**src/rtl/pipe_ctrl.sv**
```systemverilog
// Pipeline control unit: arbitrates execute/trap redirects into one PC redirect,
// and builds per-register stall/flush vectors plus a saturating stall-cycle counter.
module pipe_ctrl #(
    parameter int WIDTH        = 32,
    parameter int STAGES       = 4,
    parameter int HOLD_SRC     = 3,
    parameter int FLUSH_STAGES = 2,
    parameter int FLUSH_CYC    = 2
) (
    input  logic                clk,
    input  logic                rst,
    input  logic                jump_en_i,
    input  logic [WIDTH-1:0]    jump_addr_i,
    input  logic                int_jump_en_i,
    input  logic [WIDTH-1:0]    int_jump_addr_i,
    input  logic                pc_ready_i,
    input  logic [HOLD_SRC-1:0] hold_req_i,
    output logic                jump_en_o,
    output logic [WIDTH-1:0]    jump_addr_o,
    output logic [STAGES-1:0]   stall_o,
    output logic [STAGES-1:0]   flush_o,
    output logic                hold_flag_o,
    output logic [31:0]         stall_cnt_o
);

    localparam int FCNT_W = $clog2(FLUSH_CYC + 1);
    localparam logic [FCNT_W-1:0] FCNT_LOAD = FCNT_W'(FLUSH_CYC);

    typedef enum logic [1:0] {
        PEND_NONE,
        PEND_EX,
        PEND_INT
    } pend_state_t;

    pend_state_t         pend_state;
    pend_state_t         pend_next;
    logic [WIDTH-1:0]    pend_addr;
    logic [WIDTH-1:0]    pend_addr_next;

    logic                sel_valid;
    logic                sel_int;
    logic [WIDTH-1:0]    sel_addr;
    logic                accept;

    logic [FCNT_W-1:0]   fcnt;
    logic                redirect_flush;

    int                  hold_top;
    logic [STAGES-1:0]   hold_stall;
    logic [STAGES-1:0]   flush_raw;
    logic [31:0]         stall_cnt_q;

    // Priority mux: trap first, then the held redirect, then a fresh execute request.
    always_comb begin
        sel_valid = 1'b0;
        sel_int   = 1'b0;
        sel_addr  = jump_addr_i;
        if (int_jump_en_i) begin
            sel_valid = 1'b1;
            sel_int   = 1'b1;
            sel_addr  = int_jump_addr_i;
        end else if (pend_state != PEND_NONE) begin
            sel_valid = 1'b1;
            sel_int   = (pend_state == PEND_INT);
            sel_addr  = pend_addr;
        end else if (jump_en_i) begin
            sel_valid = 1'b1;
        end
    end

    assign accept = sel_valid & pc_ready_i;

    // An unaccepted selection is held; acceptance drops any concurrent execute request.
    always_comb begin
        pend_next      = pend_state;
        pend_addr_next = pend_addr;
        if (accept) begin
            pend_next = PEND_NONE;
        end else if (sel_valid) begin
            pend_next      = sel_int ? PEND_INT : PEND_EX;
            pend_addr_next = sel_addr;
        end
    end

    always_ff @(posedge clk or posedge rst) begin
        if (rst) begin
            pend_state <= PEND_NONE;
            pend_addr  <= '0;
        end else begin
            pend_state <= pend_next;
            pend_addr  <= pend_addr_next;
        end
    end

    always_ff @(posedge clk or posedge rst) begin
        if (rst) begin
            fcnt <= '0;
        end else if (accept) begin
            fcnt <= FCNT_LOAD;
        end else if (fcnt != '0) begin
            fcnt <= fcnt - FCNT_W'(1);
        end
    end

    assign redirect_flush = sel_valid | (fcnt != '0);

    // Only the most downstream hold request matters: it stalls everything upstream of it
    // and injects a bubble into the register just after it.
    always_comb begin
        hold_top   = -1;
        hold_stall = '0;
        flush_raw  = '0;
        for (int k = 0; k < HOLD_SRC; k++) begin
            if (hold_req_i[k]) begin
                hold_top = k;
            end
        end
        for (int j = 0; j < STAGES; j++) begin
            hold_stall[j] = (hold_top >= 0) && (j <= hold_top);
            flush_raw[j]  = ((hold_top >= 0) && (j == hold_top + 1))
                          || ((j < FLUSH_STAGES) && redirect_flush);
        end
    end

    assign jump_en_o   = sel_valid & ~rst;
    assign jump_addr_o = rst ? '0 : sel_addr;
    assign flush_o     = rst ? '0 : flush_raw;
    assign stall_o     = rst ? '0 : (hold_stall & ~flush_raw);
    assign hold_flag_o = (|stall_o) | (|flush_o);

    always_ff @(posedge clk or posedge rst) begin
        if (rst) begin
            stall_cnt_q <= '0;
        end else if (stall_o[0] && (stall_cnt_q != 32'hFFFF_FFFF)) begin
            stall_cnt_q <= stall_cnt_q + 32'd1;
        end
    end

    assign stall_cnt_o = stall_cnt_q;

endmodule
```
**config.mk**
```make
export PLATFORM = sky130hd
export DESIGN_NAME = pipe_ctrl
export DESIGN_NICKNAME = d
export VERILOG_FILES = /design/src/rtl/pipe_ctrl.sv
export SDC_FILE = /design/constraint.sdc
export NUM_CORES = 1
export LEC_CHECK = 0
export CORE_MARGIN = 2
export CORE_UTILIZATION = 50
export CTS_CLUSTER_SIZE = 40
export DETAILED_ROUTE_END_ITERATION = 8
export HOLD_SLACK_MARGIN = 0.05
export PLACE_DENSITY_LB_ADDON = 0.12
export SLEW_MARGIN = 20
export SYNTH_ARGS = -nofsm -noshare
export SYNTH_HDL_FRONTEND = slang
export SYNTH_SLANG_ARGS = --single-unit
```
**constraint.sdc**
```tcl
create_clock -name clk -period 5.1 [get_ports clk]
set_clock_uncertainty 0.05 [all_clocks]
set_input_delay 1.02 -clock clk [delete_from_list [all_inputs] [get_ports clk]]
set_output_delay 1.02 -clock clk [all_outputs]
set_load 0.005 [all_outputs]
```
# Word-level counts from Yosys, hierarchy flattened
# Cells that the tools add are included.
[op_classes] muxes=18 n_reduce_logical=19 n_eq_ne=5 magnitude_cmp=5 add_sub_neg=3 n_bitwise=8
[op_table] op="$mux 32" count=6
[op_table] op="$eq 3x32->1 const A" count=2
[op_table] op="$le 3x32->1 const A" count=2
[op_table] op="$add 32x1->32 const B" count=1
[op_table] op="$add 32x2->32 const B" count=1
[op_table] op="$eq 2x32->1 const A" count=1
[op_table] op="$ge 32x1->1 const B" count=1
[op_table] op="$le 1x32->1 const A" count=1
[op_table] op="$le 2x32->1 const A" count=1
[op_table] op="$logic_not 32->1" count=1
[op_table] op="$ne 32x32->1 const B" count=1
[op_table] op="$mux 2" count=5
[op_table] op="$logic_and 1x1->1" count=9
[op_table] op="$mux 4" count=2
[op_table] op="$reduce_bool 2->1" count=4
[op_table] op="$reduce_or 4->1" count=2
[op_table] op="$mux 1" count=5
[op_table] op="$and 4x4->4" count=1
[op_table] op="$not 4->4" count=1
[op_table] op="$and 1x1->1" count=2
[op_table] op="$eq 2x2->1 const B" count=1
[op_table] op="$logic_or 1x1->1" count=2
[op_table] op="$not 1->1" count=2
[op_table] op="$or 1x1->1" count=2
[op_table] op="other kinds (2)" count=2
[totals] out_inout_bits=74 reg_bits=68

# Depth between registers and ports, before layout
[depth] word_depth=12 mapped_depth=8

# Worst setup path before layout
# No wires, ideal clock.
[synth_timing] path_type="in2out" startpoint="input port rst" endpoint="output port stall_o[0]" arrival_time_ns=3.074 slack_ns=0.956 n_path_buf=1 required_ns=4.030 stages=4 path_cell_list="clkbuf_1 inv_1 nand4_4 clkinv_2"
[synth_via] elab_chain_cells=1
[synth_lines] item="start, declared" line_no="11" rtl="input logic rst,"
[synth_lines] item="$mux 4" line_no="128" rtl="assign stall_o = rst ? '0 : (hold_stall & ~flush_raw);"
[synth_lines] item="end, declared" line_no="20" rtl="output logic [STAGES-1:0] stall_o,"
# Every way passes these cells.

# Final worst setup path
[layout_timing] startpoint="input port int_jump_en_i" endpoint="output port jump_addr_o[15]"
[layout_via] elab_chain_cells=2
[layout_lines] item="start, declared" line_no="14" rtl="input logic int_jump_en_i,"
[layout_lines] item="$mux 32" line_no="58" rtl="if (int_jump_en_i) begin"
[layout_lines] item="$mux 32" line_no="126" rtl="assign jump_addr_o = rst ? '0 : sel_addr;"
[layout_lines] item="end, declared" line_no="19" rtl="output logic [WIDTH-1:0] jump_addr_o,"
# Every way passes these cells.

==> impl_metrics.tcl <==
set metrics [dict create \
    cp.depth 6 \
    worst-path-buf-inv 4 \
    worstHoldStart "stall_cnt_o[26]" \
    dr_wl_met2_um 6039 \
    die-area_mm2 0.009273 \
    crit_top_cell "clkdlybuf4s50_1" \
    nets 696 \
    top_layer_used "met4" \
    yosysSeqAreaShare 0.3995 \
    gp_congestion 0.8755 \
    start_util 0.5183 \
    p_int_mw 1.080 \
    whs_ns 0.4381 \
    synth_flop_cell "dfrtp_1" \
    async_flop_share 1.000 \
    cts_resized 0 \
    portBuffers 145 \
    clk_pin_slew_worst_paths_ns 0.08 \
    synth_fp_nets 567 \
    clock_latency_ns 0.34 \
    rsz0062_at_grt "false" \
    report.final.setup_viol 0 \
    timing.rr.end "stall_cnt_o[17]" \
    grt_overflow_total 0 \
    slew_viol_final 0 \
    reg2reg_depth 7 \
    yosys_warnings 0 \
    startpoint_type "primary input" \
    power_leakage_nw 2.516 \
    hold_path_class "register to register" \
    cts_tree "built" \
    fin_ws_ns 0.7116 \
    synth.most_common_cell "nand2_1" \
    fin_total_pwr_mw 1.522 \
    fin_crit_ns 4.388 \
    synth_commonest_cells "nand2_1, dfrtp_1, nor2_1" \
    htree_levels 3 \
    setup_tns_ns 0 \
    rrSetupSlack_ns 2.22 \
    postSynthAreaPerCell_um2 8.692 \
    seq_power_share 0.418 \
    end_kind "output port" \
    synth_edf_count 0 \
    core_mm2 0.008217 \
    drv_cap 0 \
    synth_area_leaders "dfrtp_1, nand2_1, xor2_1" \
    syn_inst 490 \
    synth.largest_area_cell "dfrtp_1" \
    dpl.cell_count 713 \
    synth_cell_types 48 \
    ant_nets 0 \
    antenna_found_initial 0 \
    wl_um 12620 \
    vdd_ir_drop_max_mv 0.1551 \
    powerDensity_mw_per_mm2 254.1 \
    vias 4308 \
    max_freq_mhz 227.9 \
    grt_pass1_wl_um 20070 \
    grt_max_degree 69 \
    final_area_mm2 0.005992 \
    worst_path_dominant_cell_family "buffers and inverters" \
    rr_startpoint "stall_cnt_o[0]" \
    netlist.area_leader.share 0.3995 \
    hold_end "stall_cnt_o[26]" \
    critical_path.max_fanout 50 \
    crit_chain "clkdlybuf4s50_1, inv_2, buf_12, nor2_1, a311oi_1, clkdlybuf4s50_1" \
    drcViolationCount 0 \
    comb_power_share 0.254 \
    grt_pass1_vias 4068 \
    cts_made_buffers 9 \
    slowest_stage "clkdlybuf4s50_1" \
    wl_met1_um 5593 \
    fp-row-count 33 \
    grt.total_usage 0.2780 \
    p_sw_frac 0.2908 \
    ios 146 \
    met3RoutedLength_um 857 \
    cts.sinks 68 \
    cts-root-buf "clkbuf_8" \
    required_ns 4.03 \
    dpl_cell_area_mm2 0.005767 \
    wire_per_inst_um 17.31 \
    stdcell_count 729 \
    whs_path_depth 1 \
    cts_buffer_depth 2 \
    via_per_inst 5.909 \
    criticalPathCategory "primary input to output port" \
    insertedDiodeCount 0 \
    arrival_ns 3.32 \
    syn_area_mm2 0.004259 \
    die_y_um 96.30 \
    holdBufCountCts 0 \
    dp.final_hpwl_um 8830 \
    first_iter_violations 305 \
    power_switching_mw 0.4427 \
    drive_gt1_frac 0.09776 \
    die_w_um 96.30 \
    worstMarginPinSlew_ns 1.024 \
    fin_crit_sh 0.8605 \
    cts_setup_buffers 0 \
    slowest_delay_ns 0.56 \
    firstDrtPassIters 5 \
    final_util 0.7293 \
    clkPwrFrac 0.328 \
    hold_viol_final 0 \
    pre_cts_ws_ns 0.7478 \
    maxSlewHeadroom 0.3145 \
    syn2layout_area_growth_pct 40.69 \
    ys_ff_latch 68 \
    status "finished, final reports clean" \
]
==> kinds of logic after synthesis <==
group	synth area share
AOI/OAI and AO/OA	0.1769
and+or+nand+nor	0.2891
buffers and inverters	0.05023
muxes	0.005875
DFF	0.3995
adders and majority gates	0.01469
xor gates and xnor gates	0.06375
==> layout by cell type, fill, tap and decap left out, types with 7 or more instances in the layout <==
master	n
inv_1	7
nand4_1	7
xor2_1	28
o22ai_1	32
a311oi_1	26
and4_1	7
clkbuf_8	10
a21oi_1	47
buf_4	10
nand2_1	77
dfrtp_1	68
nor4_2	9
nor3_1	8
nand3_1	9
clkdlybuf4s50_1	145
nor2_1	63
==> layer usage <==
| layer | track usage | vias to the layer above |
|---|---|---|
| li1 | - | 2028 |
| met4 | 0.06103 | 0 |
| met1 | 0.3877 | 2099 |
| met3 | 0.06343 | 11 |
| met2 | 0.4433 | 170 |
| met5 | 0 | - |
==> worst max-delay path by stage <==
stage	slack, ns	endpoint	from
floorplan	0.96	stall_o[0]	rst
global placement	0.88	jump_addr_o[17]	int_jump_en_i
detailed placement	0.75	jump_addr_o[19]	int_jump_en_i
CTS	0.75	jump_addr_o[19]	int_jump_en_i
global route	0.60	jump_addr_o[15]	int_jump_en_i
finish	0.71	jump_addr_o[15]	int_jump_en_i
==> state kept, by name, indices dropped and copies added (netlist names) <==
register	cells
fcnt	2
pend_addr	32
pend_state	2
stall_cnt_o	32
==> power groups by stage <==
| stage | logic [mW] | registers [mW] | clock network [mW] |
|---|---|---|---|
| 3_3_place_gp | 0.368 | 0.641 | 0 |
| 4_1_cts | 0.386 | 0.635 | 0.507 |
| 6_report | 0.386 | 0.636 | 0.500 |
| 2_1_floorplan | 0.206 | 0.636 | 0 |
| 5_1_grt | 0.428 | 0.641 | 0.533 |
| 3_5_place_dp | 0.383 | 0.645 | 0 |
==> worst reg2reg max path, stage by stage, from the launching register on <==
cell and delay (ns):
dfrtp_1 0.44, ha_1 0.24, and4_1 0.29, nand3_1 0.14, nor4b_4 0.93, buf_4 0.41, nor3_1 0.12, xor2_1 0.15
==> layout make-up <==
class / count / area [µm²]
tap: 105 / 131.4
fill: 650 / 2225
timing repair buffer: 156 / 1546
clock buffer: 10 / 137.6
sequential: 68 / 1702
clock inverter: 6 / 87.58
multi-input combinational: 374 / 2349
inverter: 10 / 38.79
Note: power is estimated with default switching activity, not from simulation.
